File: src/rtl/nn_pkg.sv
// Shared definitions for the neural-network datapath: default fixed-point format
// and the input framer's state encoding.
package nn_pkg;

  localparam int unsigned NN_N_DEFAULT = 16;
  localparam int unsigned NN_Q_DEFAULT = 13;

  typedef enum logic [1:0] {
    COLLECT = 2'd0,
    DRAIN   = 2'd1,
    FIRE    = 2'd2,
    WAIT    = 2'd3
  } framer_state_t;

endpackage

File: src/rtl/nn_framer_watchdog.sv
// WAIT-state watchdog for nn_input_framer: counts cycles spent waiting and flags
// the cycle in which the count reaches TIMEOUT_CYCLES-1.
module nn_framer_watchdog
  import nn_pkg::*;
#(
  parameter int unsigned TIMEOUT_CYCLES = 1024
) (
  input  logic clk_i,
  input  logic rstn_i,
  input  logic wait_i,
  output logic expire_c
);

  localparam int unsigned CNT_W = (TIMEOUT_CYCLES > 2) ? $clog2(TIMEOUT_CYCLES) : 1;
  localparam logic [CNT_W-1:0] CNT_LAST = CNT_W'(TIMEOUT_CYCLES - 1);

  logic [CNT_W-1:0] cnt_q;
  logic [CNT_W-1:0] cnt_d;

  // Counter is held at zero outside WAIT, so every WAIT entry starts from 0.
  always_comb begin
    cnt_d = '0;
    if (wait_i) begin
      cnt_d = cnt_q + CNT_W'(1);
    end
  end

  always_ff @(posedge clk_i) begin
    if (!rstn_i) begin
      cnt_q <= '0;
    end else begin
      cnt_q <= cnt_d;
    end
  end

  assign expire_c = wait_i && (cnt_q == CNT_LAST);

endmodule

File: src/rtl/nn_input_framer.sv
// Serial valid/ready feature stream to parallel NUM_OF_INPUTS-word frame with a
// fire/done handshake to the network. Optional WAIT watchdog: NN_FRAMER_TIMEOUT_EN.
module nn_input_framer
  import nn_pkg::*;
#(
  parameter int unsigned Q              = NN_Q_DEFAULT,
  parameter int unsigned N              = NN_N_DEFAULT,
  parameter int unsigned NUM_OF_INPUTS  = 4,
  parameter int unsigned TIMEOUT_CYCLES = 1024
) (
  input  logic         clk_i,
  input  logic         rstn_i,
  input  logic [N-1:0] s_data_i,
  input  logic         s_valid_i,
  input  logic         s_last_i,
  output logic         s_ready_o,
  output logic [N-1:0] data_out_o [0:NUM_OF_INPUTS-1],
  output logic         fire_o,
  input  logic         nn_done_i,
  output logic         busy_o,
  output logic         frame_err_o,
  output logic         timeout_o
);

  localparam int unsigned IDX_W = (NUM_OF_INPUTS > 2) ? $clog2(NUM_OF_INPUTS) : 1;
  localparam logic [IDX_W-1:0] LAST_IDX = IDX_W'(NUM_OF_INPUTS - 1);

  if (NUM_OF_INPUTS < 2 || Q >= N || TIMEOUT_CYCLES < 2) begin : g_param_err
    $error("nn_input_framer: unsupported parameter combination");
  end

  framer_state_t    state_q, state_d;
  logic [IDX_W-1:0] idx_q, idx_d;
  logic [N-1:0]     data_q [0:NUM_OF_INPUTS-1];
  logic [N-1:0]     data_d [0:NUM_OF_INPUTS-1];
  logic             ready_q, ready_d;
  logic             fire_q, fire_d;
  logic             busy_q, busy_d;
  logic             err_q, err_d;
  logic             timeout_q, timeout_d;
  logic             xfer_c;
  logic             expire_c;

`ifdef NN_FRAMER_TIMEOUT_EN
  nn_framer_watchdog #(
    .TIMEOUT_CYCLES(TIMEOUT_CYCLES)
  ) u_watchdog (
    .clk_i    (clk_i),
    .rstn_i   (rstn_i),
    .wait_i   (state_q == WAIT),
    .expire_c (expire_c)
  );
`else
  assign expire_c = 1'b0;
`endif

  assign xfer_c = s_valid_i && ready_q;

  always_comb begin
    state_d   = state_q;
    idx_d     = idx_q;
    data_d    = data_q;
    err_d     = 1'b0;
    timeout_d = 1'b0;

    unique case (state_q)
      COLLECT: begin
        if (xfer_c) begin
          data_d[idx_q] = s_data_i;
          if (idx_q == LAST_IDX) begin
            idx_d   = '0;
            state_d = s_last_i ? FIRE : DRAIN;
            err_d   = !s_last_i;
          end else if (s_last_i) begin
            // Short frame: keep the partial words, restart at slot 0.
            idx_d = '0;
            err_d = 1'b1;
          end else begin
            idx_d = idx_q + IDX_W'(1);
          end
        end
      end
      DRAIN: begin
        if (xfer_c && s_last_i) begin
          state_d = COLLECT;
        end
      end
      FIRE: begin
        state_d = WAIT;
      end
      WAIT: begin
        // Done takes priority over a coincident watchdog expiry.
        if (nn_done_i) begin
          state_d = COLLECT;
        end else if (expire_c) begin
          state_d   = COLLECT;
          timeout_d = 1'b1;
        end
      end
      default: begin
        state_d = COLLECT;
      end
    endcase

    ready_d = (state_d == COLLECT) || (state_d == DRAIN);
    busy_d  = (state_d == FIRE) || (state_d == WAIT);
    fire_d  = (state_d == FIRE);
  end

  always_ff @(posedge clk_i) begin
    if (!rstn_i) begin
      state_q   <= COLLECT;
      idx_q     <= '0;
      data_q    <= '{default: '0};
      ready_q   <= 1'b1;
      fire_q    <= 1'b0;
      busy_q    <= 1'b0;
      err_q     <= 1'b0;
      timeout_q <= 1'b0;
    end else begin
      state_q   <= state_d;
      idx_q     <= idx_d;
      data_q    <= data_d;
      ready_q   <= ready_d;
      fire_q    <= fire_d;
      busy_q    <= busy_d;
      err_q     <= err_d;
      timeout_q <= timeout_d;
    end
  end

  assign s_ready_o   = ready_q;
  assign data_out_o  = data_q;
  assign fire_o      = fire_q;
  assign busy_o      = busy_q;
  assign frame_err_o = err_q;
  assign timeout_o   = timeout_q;

endmodule

File: config.mk
export PLATFORM = sky130hd
export DESIGN_NAME = nn_input_framer
export DESIGN_NICKNAME = d
export VERILOG_FILES = /design/src/rtl/nn_pkg.sv /design/src/rtl/nn_framer_watchdog.sv /design/src/rtl/nn_input_framer.sv
export SDC_FILE = /design/constraint.sdc
export NUM_CORES = 1
export LEC_CHECK = 0
export BUFFER_PORTS_ARGS = -buffer_cell sky130_fd_sc_hd__buf_4
export CAP_MARGIN = 5
export CELL_PAD_IN_SITES_DETAIL_PLACEMENT = 1
export CELL_PAD_IN_SITES_GLOBAL_PLACEMENT = 1
export CORE_MARGIN = 2
export CORE_UTILIZATION = 41
export CTS_BUF_LIST = sky130_fd_sc_hd__clkbuf_4
export CTS_CLUSTER_SIZE = 14
export DETAILED_ROUTE_END_ITERATION = 8
export PLACE_DENSITY_LB_ADDON = 0.12
export SYNTH_ARGS = -nofsm -noshare
export SYNTH_HDL_FRONTEND = slang
export SYNTH_SLANG_ARGS = --single-unit
File: constraint.sdc
create_clock -name clk_i -period 4.5 [get_ports clk_i]
set_clock_uncertainty 0.2 [all_clocks]
set_input_delay 0.9 -clock clk_i [delete_from_list [all_inputs] [get_ports clk_i]]
set_output_delay 0.9 -clock clk_i [all_outputs]
set_load 0.03 [all_outputs]
==> Word-level counts from Yosys, hierarchy flattened <==
Index checks and enable logic that the tools add are counted.
W data, S select, Z words.
{ "totals": {"reg_bits": 72, "wordCells": 44, "in_bits": 21} }
{ "classes": {"bitwise_logic": 1, "n_eq_ne": 7, "n_reduce_logical": 10, "muxes": 13, "order_cmp": 2, "add_sub_neg": 1} }
{ "ops": {"columns": ["op", "n"], "rows": [
  ["$bwmux W64", 1],
  ["$demux W16 S2", 1],
  ["$mux W16", 1],
  ["$mux W2", 7],
  ["$eq A2 B2 Y1 const B", 5],
  ["$pmux W2 S4", 1],
  ["$eq A2 B1 Y1 const B", 2],
  ["$logic_not A2 Y1", 2],
  ["$ge A3 B3 Y1 const B", 1],
  ["$logic_and A1 B1 Y1", 3],
  ["$lt A3 B1 Y1 const B", 1],
  ["$not A2 Y3", 1],
  ["$reduce_and A3 Y1", 1],
  ["$add A2 B1 Y2 const B", 1],
  ["$logic_or A1 B1 Y1", 2],
  ["$mux W1", 2],
  ["$reduce_and A2 Y1", 1],
  ["$logic_not A1 Y1", 1]
]} }

==> Longest topological paths before layout <==
{ "depth": {"word_depth": 6, "mapped_depth": 5, "ltp_nobuf": 4} }

==> Worst setup path after synthesis <==
No wires, ideal clock.
{ "synth_path": {"path_kind": "input to register", "startpoint": "input s_valid_i", "endpoint": "register data_q (netlist bit data_out_o[10])", "path_stages": 5, "slack_ns": 2.467, "t_arrival_ns": 1.761, "required_ns": 4.228, "path_buffers": 2, "cell_sequence": "and4bb_2 buf_6 nand2_2 buf_6 mux2i_1"} }
{ "synth_via": {"elab_chain_cells": 2} }
{ "synth_lines": {"columns": ["element", "line", "source"], "rows": [
  ["start: declaration", "nn_input_framer.sv:14", "input logic s_valid_i,"],
  ["$logic_and A1 B1 Y1", "nn_input_framer.sv:57", "assign xfer_c = s_valid_i && ready_q;"],
  ["$reduce_and A2 Y1 (no source line)", null, null],
  ["end signal: assignment", "nn_input_framer.sv:123", "data_q <= data_d;"],
  ["end: declaration", "nn_input_framer.sv:34", "logic [N-1:0] data_q [0:NUM_OF_INPUTS-1];"]
]} }
No other way between the ends.
A chain may end at the register's enable or synchronous reset.

==> Final worst setup path <==
{ "layout_path": {"startpoint": "register ready_q (netlist: s_ready_o)", "endpoint": "output s_ready_o"} }
{ "layout_lines": {"columns": ["element", "line", "source"], "rows": [
  ["start: declaration", "nn_input_framer.sv:36", "logic ready_q, ready_d;"],
  ["start signal: assignment", "nn_input_framer.sv:124", "ready_q <= ready_d;"],
  ["end: declaration", "nn_input_framer.sv:16", "output logic s_ready_o,"]
]} }
No word-level cell between the ends.

==> impl_metrics.ini <==
[cts]
root_buffer = clkbuf_4
insertion_delay_ns = 0.38
post_cts_resized = 0
holdBufCountCts = 0
clock-sinks = 72
numCtsBuffers = 9
post_cts_buffers = 0
clk_pin_slew_ns = 0.11
cts_tree = built
cts_max_path_buffers = 2
htreeDepth = 3

[placed_design]
place_congestion = 0.701
hpwl_mm = 4.47
dp.cells = 414
port-buffer-count = 88

[power]
p_leak_nw = 1.87
powerDensity_mw_per_mm2 = 339
peakVddDrop_uv = 166

[sta]
setup_viol = 0
max_freq_ghz = 0.484
drv_slew = 0
min_period_over_period = 0.459
slew_headroom = 0.467
max_slew.worst_pin.slew_ns = 0.800
post-route-min-period_ns = 2.07
finalSetupTns_ns = 0
rsz0062_at_grt = no
hold_viol_final = 0

[drt]
first_pass_iters = 3
drt.antenna.violating_nets = 0
via_per_inst = 4.82
post_drt_wl_per_cell_um = 14.9
dr_total_vias = 2073
initialDrtViolationCount = 53
drt_wl_total_mm = 6.41
drc = 0

[layout]
fillers = 728
regArea_mm2 = 0.00144
final_common_cell = buf_4
final_cell_mix = buf_4, nand2_1, dfxtp_1
nNetsFinal = 373
multi_input_area_mm2 = 0.00115
syn_to_final_growth_pct = 29.1
drive_above_1_share = 0.303
diodes = 0
utilization = 0.550
stdcell_count = 430

[job]
drv_cap = 0

[critical_path]
critPathKind = reg -> out
cp-start-kind = flop
crit_fanout = 4
slowest_stage = dfxtp_1
end_kind = output port
critPathRequiredTime_ns = 3.40
slowest_delay_ns = 0.40
crit_chain = buf_4
cp.arrival_ns = 0.97
cp_top_family = flip-flops
worst-path-buf-inv = 1

[global_route]
grt_pass1_vias = 2143
grt_pass1_wl_mm = 10.5
globalRouteOverflowTotal = 0
grt.total_usage = 0.185
grt_max_degree = 86
grt_antenna_before_repair = 0

[yosys]
ys_ff_latch = 72
ys_seq_area_frac = 0.533
syn_inst = 265
synth_area_mm2 = 0.00270
synth_cell_types = 21
synthesis.nets = 290
syn_area_per_cell_um2 = 10.2
ys_warn_count = 0

[floorplanning]
initial_core_util = 0.426
row_count = 29
die-area_mm2 = 0.00726
ios = 90
die_h_um = 85.2
fp.dieW_um = 85.2
core-area_mm2 = 0.00635

[outcome]
status = complete, no violations

[min_path]
hold_path.class = reg -> reg
==> final timing paths <==
kind	slack, ns	start	cells past startpoint	to
setup / recovery	2.43	s_ready_o	1	s_ready_o
hold / removal	0.27	data_out_o[51]	2	data_out_o[51]
setup reg to reg	2.70	state_q[1]	3	data_out_o[58]
hold reg to reg	0.27	data_out_o[51]	2	data_out_o[51]
==> cell usage after synthesis (all sizes together) <==
| library cell | count | area (µm²) |
|---|---|---|
| a21oi | 1 | 5.00 |
| a31oi | 3 | 18.8 |
| a32o | 1 | 10.0 |
| and2 | 2 | 12.5 |
| and3 | 1 | 6.26 |
| and4bb | 1 | 12.5 |
| buf | 6 | 63.8 |
| clkbuf | 10 | 37.5 |
| conb | 1 | 3.75 |
| dfxtp | 72 | 1440 |
| ha | 4 | 50.1 |
| inv | 3 | 11.3 |
| mux2i | 65 | 651 |
| nand2 | 86 | 333 |
| nand2b | 1 | 6.26 |
| nand3 | 2 | 10.0 |
| nor2 | 4 | 15.0 |
| o21a | 1 | 7.51 |
| xor2 | 1 | 8.76 |
==> stage by stage <==
| step | power, mW | instance area (µm²) | setup WS, ns | hold WS, ns |
|---|---|---|---|---|
| after floorplan | 0.763 | 2700 | 2.47 | 0.278 |
| after global placement | 0.811 | 3360 | 2.12 | 0.247 |
| after detailed placement | 0.814 | 3360 | 2.09 | 0.254 |
| after CTS | 1.20 | 3490 | 2.41 | 0.275 |
| after global routing | 1.24 | 3490 | 2.36 | 0.294 |
| final | 1.18 | 3490 | 2.43 | 0.271 |
==> flip-flops by register name (all words and copies together) (netlist names) <==
register and cells:
state_q 2, s_ready_o 1, frame_err_o 1, idx_q 2
fire_o 1, data_out_o 64, busy_o 1
==> metal layers <==
layer	GRT usage	share of wire	vias up
met4	0.0779	0.016	0
met2	0.307	0.48	51
met3	0.0525	0.055	9
li1	-	-	1040
met5	0	0	-
met1	0.224	0.45	973
==> kinds of logic (layout without fill, tap and decap cells) <==
family / count (synthesis) / in the layout / synth area share
xor+xnor: 1 / 1 / 0.00324
simple gates: 97 / 97 / 0.146
other cells: 1 / 1 / 0.00139
compound gates: 6 / 6 / 0.0153
flops: 72 / 72 / 0.533
fa+ha+maj: 4 / 4 / 0.0185
mux: 65 / 65 / 0.241
buf+inv: 19 / 107 / 0.0416
==> final cells by class <==
class,count,area share
timing repair buffer,88,0.189
inverter,3,0.00323
sequential,72,0.413
clock buffer,9,0.0194
tap,77,0.0276
clock inverter,7,0.0179
multi-input combinational,174,0.330
==> where the power goes <==
part           internal (mW)  switching (mW)
Combinational         0.0506          0.0831
Clock                  0.164           0.223
Sequential             0.654         0.00923
Total                  0.869           0.315
Note: power is estimated with default switching activity, not from simulation.
